$ cat src/rtl/filter_out_quantizer.sv
// Rounds and saturates the filter's wide accumulator output to an OUT_W-bit sample.
// It is a two-stage elastic pipeline with valid/ready on both sides and saturation statistics.
module filter_out_quantizer #(
    parameter int IN_W  = 32,
    parameter int OUT_W = 16,
    parameter int SHIFT = 15,
    parameter int CNT_W = 16
) (
    input  logic             clk,
    input  logic             rst,
    input  logic [IN_W-1:0]  in_data,
    input  logic             in_valid,
    output logic             in_ready,
    output logic [OUT_W-1:0] out_data,
    output logic             out_valid,
    input  logic             out_ready,
    input  logic             clr_stats,
    output logic [CNT_W-1:0] sat_count,
    output logic             sat_flag
);

    localparam int EXT_W = IN_W + 1;

    localparam logic signed [EXT_W-1:0] ONE    = EXT_W'(1);
    localparam logic signed [EXT_W-1:0] HALF   = ONE << (SHIFT - 1);
    localparam logic signed [EXT_W-1:0] SAT_HI = {{(EXT_W-OUT_W+1){1'b0}}, {(OUT_W-1){1'b1}}};
    localparam logic signed [EXT_W-1:0] SAT_LO = ~SAT_HI;
    localparam logic [OUT_W-1:0]        OUT_MAX = {1'b0, {(OUT_W-1){1'b1}}};
    localparam logic [OUT_W-1:0]        OUT_MIN = {1'b1, {(OUT_W-1){1'b0}}};

    logic                    s1_valid_q;
    logic signed [EXT_W-1:0] s1_r_q;
    logic signed [EXT_W-1:0] s1_r_d;
    logic                    s2_valid_q;
    logic [OUT_W-1:0]        s2_data_q;
    logic [OUT_W-1:0]        s2_data_d;
    logic                    s2_sat_q;
    logic                    s2_sat_d;
    logic [CNT_W-1:0]        cnt_q;
    logic [CNT_W-1:0]        cnt_d;
    logic                    flag_q;
    logic                    flag_d;

    logic signed [EXT_W-1:0] in_ext;
    logic                    s1_load;
    logic                    s2_load;
    logic                    sat_xfer;

    // One guard bit keeps the rounding add from overflowing for any input.
    assign in_ext = {in_data[IN_W-1], in_data};
    assign s1_r_d = (in_ext + HALF) >>> SHIFT;

    assign s2_load  = !s2_valid_q || out_ready;
    assign s1_load  = !s1_valid_q || s2_load;
    assign in_ready = s1_load;

    always_comb begin
        s2_data_d = s1_r_q[OUT_W-1:0];
        s2_sat_d  = 1'b0;
        if (s1_r_q > SAT_HI) begin
            s2_data_d = OUT_MAX;
            s2_sat_d  = 1'b1;
        end else if (s1_r_q < SAT_LO) begin
            s2_data_d = OUT_MIN;
            s2_sat_d  = 1'b1;
        end
    end

    assign sat_xfer = s2_valid_q && out_ready && s2_sat_q;

    // A clear coinciding with a saturating transfer counts that transfer.
    always_comb begin
        cnt_d  = cnt_q;
        flag_d = flag_q;
        if (clr_stats) begin
            cnt_d  = sat_xfer ? CNT_W'(1) : '0;
            flag_d = sat_xfer;
        end else if (sat_xfer) begin
            flag_d = 1'b1;
            if (cnt_q != {CNT_W{1'b1}}) begin
                cnt_d = cnt_q + CNT_W'(1);
            end
        end
    end

    always_ff @(posedge clk or negedge rst) begin
        if (!rst) begin
            s1_valid_q <= 1'b0;
            s1_r_q     <= '0;
            s2_valid_q <= 1'b0;
            s2_data_q  <= '0;
            s2_sat_q   <= 1'b0;
            cnt_q      <= '0;
            flag_q     <= 1'b0;
        end else begin
            if (s1_load) begin
                s1_valid_q <= in_valid;
                if (in_valid) begin
                    s1_r_q <= s1_r_d;
                end
            end
            if (s2_load) begin
                s2_valid_q <= s1_valid_q;
                if (s1_valid_q) begin
                    s2_data_q <= s2_data_d;
                    s2_sat_q  <= s2_sat_d;
                end
            end
            cnt_q  <= cnt_d;
            flag_q <= flag_d;
        end
    end

    assign out_data  = s2_data_q;
    assign out_valid = s2_valid_q;
    assign sat_count = cnt_q;
    assign sat_flag  = flag_q;

endmodule

$ cat config.mk
export PLATFORM = sky130hd
export DESIGN_NAME = filter_out_quantizer
export DESIGN_NICKNAME = d
export VERILOG_FILES = /design/src/rtl/filter_out_quantizer.sv
export SDC_FILE = /design/constraint.sdc
export NUM_CORES = 1
export LEC_CHECK = 0
export CAP_MARGIN = 5
export CORE_ASPECT_RATIO = 1.5
export CORE_UTILIZATION = 50
export CTS_CLUSTER_SIZE = 8
export DETAILED_ROUTE_END_ITERATION = 7
export PLACE_DENSITY = 0.81
export SLEW_MARGIN = 20
export SYNTH_ARGS = -nofsm -noshare
export SYNTH_HDL_FRONTEND = slang
export SYNTH_SLANG_ARGS = --single-unit
$ cat constraint.sdc
create_clock -name clk -period 2.45 [get_ports clk]
set_input_delay 0.3675 -clock clk [delete_from_list [all_inputs] [get_ports clk]]
set_output_delay 0.3675 -clock clk [all_outputs]
set_load 0.01 [all_outputs]
==> results by group <==
Status
  • Status: finished, final reports clean

Final layout
  • Syn-to-layout area delta: 26.43%
  • ANT cells: 0
  • Fill count: roughly 490
  • # nets final: ~460
  • Share of cells above drive strength 1: 0.07363

Synth
  • Register area share after synthesis: 0.4553
  • Post-synth EDFFs: 0
  • Cell variety after synth: approximately 40
  • Top FF cell, synth: dfrtp_1
  • Seq cells post-synth: 54
  • Mapped Nets: 400
  • Async S/R FF share, synth: 1.000
  • Post-synthesis cell count: 361
  • Post-Syn Area per Cell: just over 8 um^2
  • Synth warn: 0
  • Synthesized area: between 2000 and 3000 um^2

CTS
  • Post-CTS Setup Inserts: 0
  • Number of gates resized after CTS: 0
  • CTS Hold Bufs: 0
  • Worst skew pair latency: 290 ps
  • Clock sink count: 54
  • H-tree depth: 2
  • Clk root buf: clkbuf_8
  • CTS max path bufs: 2
  • Reg clk slew, reported paths: 90 ps
  • CTS tree: yes
  • CTS Buf Count: 5

Setup path
  • Worst EP required: roughly 2600 ps
  • CP Capture Type: register
  • R2R depth: 4
  • Setup CP Type: reg2reg
  • Startpoint Class: register
  • Arr. time, crit path: between 2000 and 2500 ps
  • CP max FO: 8

Placement
  • Post-DP HPWL: around 5.0 mm
  • Global placement routability congestion: between 0.8 and 0.9
  • IO buf count: between 50 and 60

Timing
  • Setup violators final: 0
  • Final setup TNS: 0 ps
  • Slew @ Worst Pin: ~950 ps
  • Clock Skew: 5.353 ps
  • WHS: ~44 ps
  • Fmax: 450.9 MHz
  • RSZ-0062 raised after global routing: false
  • Tcrit/Tclk final: 0.9051
  • Pins Over Slew Limit: 0
  • Fin. Hold Viols: 0
  • Clock period minus worst slack: between 2000 and 2500 ps
  • Worst slew margin: 0.3698

Floorplan
  • Rows: 34
  • Core Area: around 5700 um^2
  • Die width: between 60 and 70 um
  • Die footprint: between 6000 and 7000 um^2
  • Initial Utilization: 0.5168
  • IO Pins: a little over 70
  • Die height: about 96 um

Detailed routing
  • DR WL/cell: 13.16 um
  • Post-Route WL: approximately 6.5 mm
  • Iter 0 DRT Violations: 186
  • Post-DRT Antenna Nets: 0
  • Residual DRC: 0
  • Vias per cell: 5.706
  • Drt first pass iters: 4
  • Via Count: 2813

Power
  • Power, Total: 2.187 mW
  • Pleak: around 1.5 nW
  • Maximum VDD drop: slightly below 0.3 mV
  • Cell Pwr Density: around 580 nW/um^2

Global route
  • First-pass GRT wire length: between 10 and 15 mm
  • GRT overflow: 0
  • Initial antenna violation count: 0
  • Global Route Usage Sum: 0.2200
  • Largest net degree at the start of global routing: 55
  • Vias in the first global route: 2550

Run
  • Max Cap Viol: 0

Worst hold path
  • Hold Path Class: in2async
-- critical path: stages, from the launching register on --
cell	delay, ps
dfrtp_1	480
nand4_1	410
or4_1	710
nand4_1	160
mux2_2	340
-- placed cells by master (no fill, tap or decap), drive strengths merged --
cell           netlist  layout
buf                  3      15
nand3               16      16
a21oi               11      11
clkinv               0       1
a211oi               1       1
a31o                 1       1
xor2                 2       2
o21ai               48      48
clkbuf              16       7
a31oi                7       7
nand3b               1       1
or2b                 1       1
ha                   2       2
a211o                1       1
nor4                 5       5
nor2b                4       4
o41ai                2       2
o21a                 1       1
clkdlybuf4s50        0      56
o31ai                8       8
mux2                 3       3
and2                 1       1
nor4b                1       1
nand4                9       9
dfrtp               54      54
or4b                 2       2
or4                 10      10
nand2b               1       1
nor2                41      41
nor4bb               1       1
and3                 5       5
nand4b               1       1
or3                  4       4
nand2               73      73
inv                  7       7
xnor2               10      10
and4                 1       1
nor3                 7       7
-- final cells by class --
| cell class | count | area (um^2) | share of cell area |
|---|---|---|---|
| timing repair buffer | 71 | 683.2 | 0.1821 |
| tap | 72 | 90.09 | 0.02401 |
| clock inverter | 1 | 5.005 | 0.001334 |
| multi-input combinational | 281 | 1510 | 0.4025 |
| clock buffer | 7 | 86.33 | 0.02301 |
| inverter | 7 | 26.28 | 0.007002 |
| sequential | 54 | 1351 | 0.3601 |
-- Yosys cell counts (4+ instances only) --
master / n / area [um^2]
nor4_1: 4 / 25.02
dfrtp_1: 54 / 1351
inv_1: 7 / 26.28
clkbuf_1: 16 / 60.06
a31oi_1: 6 / 37.54
nand3_1: 16 / 80.08
or4_1: 10 / 75.07
and3_1: 5 / 31.28
nand4_1: 9 / 56.30
xnor2_1: 10 / 87.58
nor3_1: 7 / 35.03
o21ai_0: 48 / 240.2
nand2_1: 73 / 274.0
nor2b_1: 4 / 25.02
a21oi_1: 11 / 55.05
o31ai_1: 8 / 60.06
nor2_1: 41 / 153.9
-- final timing paths --
kind	start	endpoint	slack, ps
max	sat_count[4]	sat_count[10]	230
min	rst	sat_count[1]	40
max reg2reg	sat_count[4]	sat_count[10]	230
min reg2reg	out_data[13]	out_data[13]	490
max in group asynchronous	rst	s1_r_q[15]	2150
min in group clk	out_data[13]	out_data[13]	490
-- through the flow --
step                        util  instance area (um^2)  cells  setup WS (ps)
after floorplan                -                  2968    361          453.7
after global placement    0.6375                  3661    485          218.1
after detailed placement  0.6375                  3661    485          165.8
after CTS                 0.6534                  3752    493          290.2
after global routing      0.6534                  3752    493          154.2
final                     0.6534                  3752    493          232.4
-- cell families (layout without fill, tap and decap cells) --
kind of cell / Yosys count / after routing / synth area share
adders and majority gates: 2 / 2 / 0.008430
DFF: 54 / 54 / 0.4553
and+or+nand+nor: 184 / 184 / 0.3002
buffers and inverters: 26 / 86 / 0.03583
xor gates and xnor gates: 12 / 12 / 0.03541
AOI/OAI and AO/OA: 80 / 80 / 0.1535
muxes: 3 / 3 / 0.01138
-- metal layers --
metal  vias up  GRT usage  wire length, um  part of all wire
li1       1386          -                -                 -
met1      1334     0.2286             2526              0.39
met2        80     0.4306             3612              0.56
met3        13    0.03199              220             0.034
met4         0    0.08889              128             0.020
met5         -          0                0                 0
-- registers in the layout, summed over array words and instances (netlist names) --
register / count
s1_valid_q: 1
out_data: 16
s2_sat_q: 1
sat_count: 16
sat_flag: 1
s1_r_q: 18
out_valid: 1
-- report_power, final --
group	total, mW	internal, mW	switching, mW
Sequential	1.14	1.01	0.131
Combinational	0.547	0.293	0.254
Clock	0.495	0.229	0.267
No activity file was read; power rests on OpenSTA's default activity.
